$ cat src/rtl/cordic_pkg.sv
// Shared types and constants for the iterative CORDIC rotator.
package cordic_pkg;

  typedef enum logic [1:0] {
    IDLE,
    ROTATE,
    DONE
  } cordic_state_e;

  localparam logic [15:0] CordicGainQ14 = 16'h26DD;
  localparam int          FracBits      = 14;
  localparam int          GuardBits     = 2;
  localparam int          MaxIterations = 16;
  localparam int          CntW          = $clog2(MaxIterations);

  // Clamp a guard-extended Q1.14 value to a 16-bit signed word.
  function automatic logic [15:0] sat_q14(input logic signed [15+GuardBits:0] v);
    logic signed [15+GuardBits:0] hi;
    logic signed [15+GuardBits:0] lo;
    hi = (16+GuardBits)'(32767);
    lo = -(16+GuardBits)'(32768);
    if (v > hi)      return 16'h7FFF;
    else if (v < lo) return 16'h8000;
    else             return v[15:0];
  endfunction

endpackage

$ cat src/rtl/rom_cordic.sv
// Arctangent table: entry i holds atan(2^-i) in Q8.8 degrees, read combinationally.
module rom_cordic #(
  parameter int Width = 16
) (
  input  logic [3:0]       addr_i,
  output logic [Width-1:0] data_o
);

  always_comb begin
    data_o = '0;
    case (addr_i)
      4'd0:  data_o = Width'(16'd11520);
      4'd1:  data_o = Width'(16'd6801);
      4'd2:  data_o = Width'(16'd3593);
      4'd3:  data_o = Width'(16'd1824);
      4'd4:  data_o = Width'(16'd916);
      4'd5:  data_o = Width'(16'd458);
      4'd6:  data_o = Width'(16'd229);
      4'd7:  data_o = Width'(16'd115);
      4'd8:  data_o = Width'(16'd57);
      4'd9:  data_o = Width'(16'd29);
      4'd10: data_o = Width'(16'd14);
      4'd11: data_o = Width'(16'd7);
      4'd12: data_o = Width'(16'd4);
      4'd13: data_o = Width'(16'd2);
      4'd14: data_o = Width'(16'd1);
      default: data_o = '0;
    endcase
  end

endmodule

$ cat src/rtl/cordic_rotator.sv
// Rotation-mode CORDIC: Q8.8 degree angle in, Q1.14 cos/sin out, one micro-rotation per clock.
module cordic_rotator
  import cordic_pkg::*;
#(
  parameter int Width      = 16,
  parameter int Iterations = 16
) (
  input  logic             clk_i,
  input  logic             rst_ni,
  input  logic             in_valid_i,
  output logic             in_ready_o,
  input  logic [Width-1:0] angle_i,
  output logic             out_valid_o,
  input  logic             out_ready_i,
  output logic [Width-1:0] cos_o,
  output logic [Width-1:0] sin_o
);

  localparam int              XW       = Width + GuardBits;
  localparam int              ZW       = Width + 1;
  localparam logic [CntW-1:0] LastIter = CntW'(Iterations - 1);

  cordic_state_e        r_state, w_state_nxt;
  logic signed [XW-1:0] r_x, r_y, w_x_nxt, w_y_nxt, w_x_sh, w_y_sh;
  logic signed [ZW-1:0] r_z, w_z_nxt, w_atan;
  logic [CntW-1:0]      r_cnt;
  logic [Width-1:0]     w_rom, r_cos, r_sin;
  logic                 w_accept, w_last, w_d_pos;

  rom_cordic #(.Width(Width)) u_rom (
    .addr_i (r_cnt),
    .data_o (w_rom)
  );

  assign w_accept = in_valid_i && (r_state == IDLE);
  assign w_last   = (r_state == ROTATE) && (r_cnt == LastIter);
  assign w_atan   = $signed({1'b0, w_rom});
  assign w_d_pos  = !r_z[ZW-1];
  assign w_x_sh   = r_x >>> r_cnt;
  assign w_y_sh   = r_y >>> r_cnt;

  // Single shared shift/add-sub stage; direction follows the sign of the residual angle.
  always_comb begin
    w_x_nxt = r_x;
    w_y_nxt = r_y;
    w_z_nxt = r_z;
    if (w_d_pos) begin
      w_x_nxt = r_x - w_y_sh;
      w_y_nxt = r_y + w_x_sh;
      w_z_nxt = r_z - w_atan;
    end else begin
      w_x_nxt = r_x + w_y_sh;
      w_y_nxt = r_y - w_x_sh;
      w_z_nxt = r_z + w_atan;
    end
  end

  always_ff @(posedge clk_i or negedge rst_ni) begin
    if (!rst_ni) r_state <= IDLE;
    else         r_state <= w_state_nxt;
  end

  always_comb begin
    w_state_nxt = r_state;
    unique case (r_state)
      IDLE:    if (in_valid_i)  w_state_nxt = ROTATE;
      ROTATE:  if (w_last)      w_state_nxt = DONE;
      DONE:    if (out_ready_i) w_state_nxt = IDLE;
      default:                  w_state_nxt = IDLE;
    endcase
  end

  always_ff @(posedge clk_i or negedge rst_ni) begin
    if (!rst_ni) begin
      r_x   <= '0;
      r_y   <= '0;
      r_z   <= '0;
      r_cnt <= '0;
      r_cos <= '0;
      r_sin <= '0;
    end else if (w_accept) begin
      r_x   <= XW'(CordicGainQ14);
      r_y   <= '0;
      r_z   <= {angle_i[Width-1], angle_i};
      r_cnt <= '0;
    end else if (r_state == ROTATE) begin
      r_x   <= w_x_nxt;
      r_y   <= w_y_nxt;
      r_z   <= w_z_nxt;
      r_cnt <= r_cnt + 1'b1;
      // Capture straight from the final stage so the result lands on entry to DONE.
      if (w_last) begin
        r_cos <= sat_q14(w_x_nxt);
        r_sin <= sat_q14(w_y_nxt);
      end
    end
  end

  assign in_ready_o  = (r_state == IDLE);
  assign out_valid_o = (r_state == DONE);
  assign cos_o       = r_cos;
  assign sin_o       = r_sin;

endmodule
$ cat config.mk
export PLATFORM = sky130hd
export DESIGN_NAME = cordic_rotator
export DESIGN_NICKNAME = d
export VERILOG_FILES = /design/src/rtl/cordic_pkg.sv /design/src/rtl/rom_cordic.sv /design/src/rtl/cordic_rotator.sv
export SDC_FILE = /design/constraint.sdc
export NUM_CORES = 1
export LEC_CHECK = 0
export BUFFER_PORTS_ARGS = -buffer_cell sky130_fd_sc_hd__buf_2
export CORE_ASPECT_RATIO = 0.75
export CORE_UTILIZATION = 60
export DETAILED_ROUTE_END_ITERATION = 6
export PLACE_DENSITY = 0.85
export SKIP_CTS_REPAIR_TIMING = 1
export SLEW_MARGIN = 20
export SYNTH_ARGS = -nofsm -noshare
export SYNTH_HDL_FRONTEND = slang
export SYNTH_HIERARCHICAL = 1
export SYNTH_SLANG_ARGS = --single-unit
$ cat constraint.sdc
create_clock -name clk_i -period 10.13 [get_ports clk_i]
set_input_delay 2.026 -clock clk_i [delete_from_list [all_inputs] [get_ports clk_i]]
set_output_delay 2.026 -clock clk_i [all_outputs]
set_load 0.01 [all_outputs]
==> results.py <==
metrics = {
    "run_status": {
        "status": "complete, no violations",
    },
    "timing": {
        "rsz0062_at_grt": "no",
        "worstMarginPinSlew_ns": 1.02,
        "tns_ns": 0,
        "period_share_pct": 58.8,
        "skew_ns": 0.00782,
        "relSlewSlack_pct": 31.8,
        "whs_ns": 0.488,
        "maxSlewViolCount": 0,
        "setup_viol": 0,
        "hold_violations": 0,
        "fmax_mhz": 168,
        "period_minus_slack_ns": 5.96,
    },
    "min_path": {
        "hold_class": "reg2reg",
    },
    "global_routing": {
        "grt_use_total_pct": 33.0,
        "grt_overflow": 0,
        "grt_pass1_wl_um": 41600,
        "first_global_vias": 7926,
        "grt_max_degree": 79,
        "antenna_found_initial": 1,
        "top_usage_layer": "met2",
        "grt.met3_usage_pct": 8.56,
        "grt.met1_usage_pct": 47.3,
        "gr-usage-met2_pct": 48.7,
    },
    "final_layout": {
        "final_area_um2": 9900,
        "register_area_um2": 2280,
        "drive_gt1_share_pct": 15.5,
        "multi_input_area_um2": 6590,
        "final_cells": 1319,
        "final_common_cell": "nand2_1",
        "final_nets": 1191,
        "syn_to_final_growth_pct": 6.00,
        "n_fill_cell": 1270,
        "layout_common_cells": "nand2_1, nor2_1, dfrtp_1",
    },
    "setup_path": {
        "cp_num_buf_inv": 1,
        "worst_path_dominant_cell_family": "compound AO/OA/AOI/OAI gates",
        "cp.arrival_ns": 6.14,
        "path_cells": "buf_4 > mux4_2 > nand2_1 > o21ai_0 > mux2i_1 > ha_1 > and3_1 > nor2_1 > xnor2_1 > ha_1 > o21a_1 > o211ai_1 > o31a_1 > o31ai_1 > a31oi_1 > xnor3_1 > a211oi_4 > a311oi_1",
        "path_class": "reg2reg",
        "critPathSlowestCell": "a211oi_4",
        "crit_required_ns": 10.32,
        "crit_fanout": 36,
        "startpoint_type": "flip-flop",
        "crit_top_cell": "ha_1",
        "crit_path_end_kind": "flip-flop",
        "cpPeakStageDelay_ns": 0.68,
    },
    "cts": {
        "clock-sinks": 91,
        "cts.path.max_buffers": 2,
        "cts_tree": "yes",
        "root_buffer": "clkbuf_16",
        "clk_latency_ns": 0.36,
        "clk_pin_slew_ns": 0.07,
        "h-tree-depth": 3,
        "cts_inserted_buffers": 9,
    },
    "drt": {
        "via_per_inst": 6.56,
        "drt_iter0_markers": 934,
        "drcViolationCount": 0,
        "routed_wl_um": 25800,
        "vias": 8656,
        "wl_per_cell_um": 19.6,
        "ant_nets": 0,
        "drt_pass1_iterations": 6,
    },
    "synthesis": {
        "netlist_area_um2": 9340,
        "synthFlopType": "dfrtp_1",
        "synth_edf_count": 0,
        "synth_mux_area_share_pct": 12.1,
        "synth_compound_area_share_pct": 23.9,
        "synth_fa_ha_area_share_pct": 8.68,
        "synthSimpleGateAreaFrac_pct": 17.2,
        "netlist-cell-type-count": 91,
        "synth_top_family_by_area": "compound AO/OA/AOI/OAI gates",
        "seq_area_frac_synth_pct": 24.4,
        "synthArstFlopShare_pct": 100,
        "synth_cells": 1097,
        "synth_xor_area_share_pct": 8.46,
        "ys_ff_latch": 91,
        "syn_area_per_cell_um2": 8.52,
        "yosys_warnings": 6,
    },
    "floorplanning": {
        "ioPinCount": 54,
        "die_h_um": 110,
        "num_rows": 39,
        "die_area_um2": 16100,
        "core_area_um2": 15200,
        "floorplan.initialDensity_pct": 61.4,
        "die_w_um": 146,
    },
    "flow_run": {
        "maxCapViolations": 0,
    },
    "place": {
        "placed_cell_area_um2": 9610,
        "gp_congestion": 0.994,
        "hpwl_um": 18700,
        "dp.cells": 1302,
        "port_buffers": 53,
    },
}
## Yosys cell counts (all sizes together) (3+ instances only)
master	n	share of area, %
inv	34	1.4
a221oi	3	0.42
nand2b	13	0.87
a311oi	14	1.9
a31o	4	0.37
o21bai	10	0.80
a211oi	14	1.3
o211ai	9	0.83
nor2	112	4.5
o21a	6	0.48
o22ai	4	0.27
a21oi	83	4.6
nand2	113	4.6
a41oi	3	0.36
o31ai	12	1.0
and3	8	0.54
nor2b	5	0.33
nor4	4	0.43
a31oi	19	1.3
buf	36	2.6
or2	5	0.33
o21ai	99	5.4
clkbuf	29	1.3
fa	3	0.64
nor3	27	1.4
xnor2	47	4.6
mux2i	26	3.0
mux4	31	7.6
a22o	6	0.56
nand4	4	0.27
a21o	13	1.0
or3	4	0.27
a22oi	7	0.56
mux2	13	1.6
and2	9	0.60
nor3b	7	0.56
a21boi	3	0.24
xor2	39	3.7
o2bb2ai	3	0.28
nand3	37	2.0
ha	60	8.0
dfrtp	91	24
## state kept, by name, summed over array words and instances (netlist names)
register and flops:
r_cnt 4, r_x 18, r_z 17, r_state 2
r_y 18, sin_o 16, cos_o 16
## cell type report
| cell class | instances | area share, % |
|---|---|---|
| Antenna cell | 1 | 0.0253 |
| Timing Repair Buffer | 64 | 3.54 |
| Clock inverter | 6 | 0.594 |
| Inverter | 36 | 1.36 |
| Tap cell | 205 | 2.59 |
| Clock buffer | 10 | 2.31 |
| Multi-Input combinational cell | 906 | 66.5 |
| Sequential cell | 91 | 23.0 |
## through the flow
| step | utilization [%] | setup WS (ns) |
|---|---|---|
| finish | 65.0 | 4.17 |
| global route | 65.0 | 3.71 |
| CTS | 65.0 | 4.22 |
| detailed placement | 63.1 | 4.23 |
| global placement | 63.1 | 4.50 |
| floorplan | - | 5.39 |
## routing by layer
| metal | vias up | wire length, um |
|---|---|---|
| met1 | 4088 | 11400 |
| met5 | - | 0 |
| met4 | 0 | 552 |
| met2 | 483 | 10900 |
| li1 | 4034 | - |
| met3 | 51 | 2970 |
## final timing paths
check / start / slack, ns / cells past startpoint / end
max: r_cnt[1]$_DFFE_PN0P_ / 4.17 / 18 / cos_o[4]$_DFFE_PN0P_
min: sin_o[1]$_DFFE_PN0P_ / 0.49 / 2 / sin_o[1]$_DFFE_PN0P_
max reg2reg: r_cnt[1]$_DFFE_PN0P_ / 4.17 / 18 / cos_o[4]$_DFFE_PN0P_
min reg2reg: sin_o[1]$_DFFE_PN0P_ / 0.49 / 2 / sin_o[1]$_DFFE_PN0P_
max in group asynchronous: rst_ni / 7.41 / 2 / r_y[1]$_DFFE_PN0P_
min in group asynchronous: rst_ni / 1.61 / 1 / r_z[2]$_DFFE_PN0P_
## kinds of logic after synthesis
group           Yosys count
xor+xnor                 87
flops                    91
mux                      70
other cells               1
simple gates            353
fa+ha+maj                63
buf+inv                 101
compound gates          331
## worst register-to-register path: cells and delay by family (launching register included)
family | cells | cell delay (ns)
AO/OA/AOI/OAI | 8 | 2.15
multiplexers | 2 | 0.88
flip-flops | 1 | 0.67
XOR/XNOR | 2 | 0.59
adder cells (fa/ha/maj) | 2 | 0.58
buffers and inverters | 1 | 0.50
AND/OR/NAND/NOR | 3 | 0.43
Power is not shown: default switching activity piles up to over one toggle a cycle in this logic, so the estimate is an artifact.
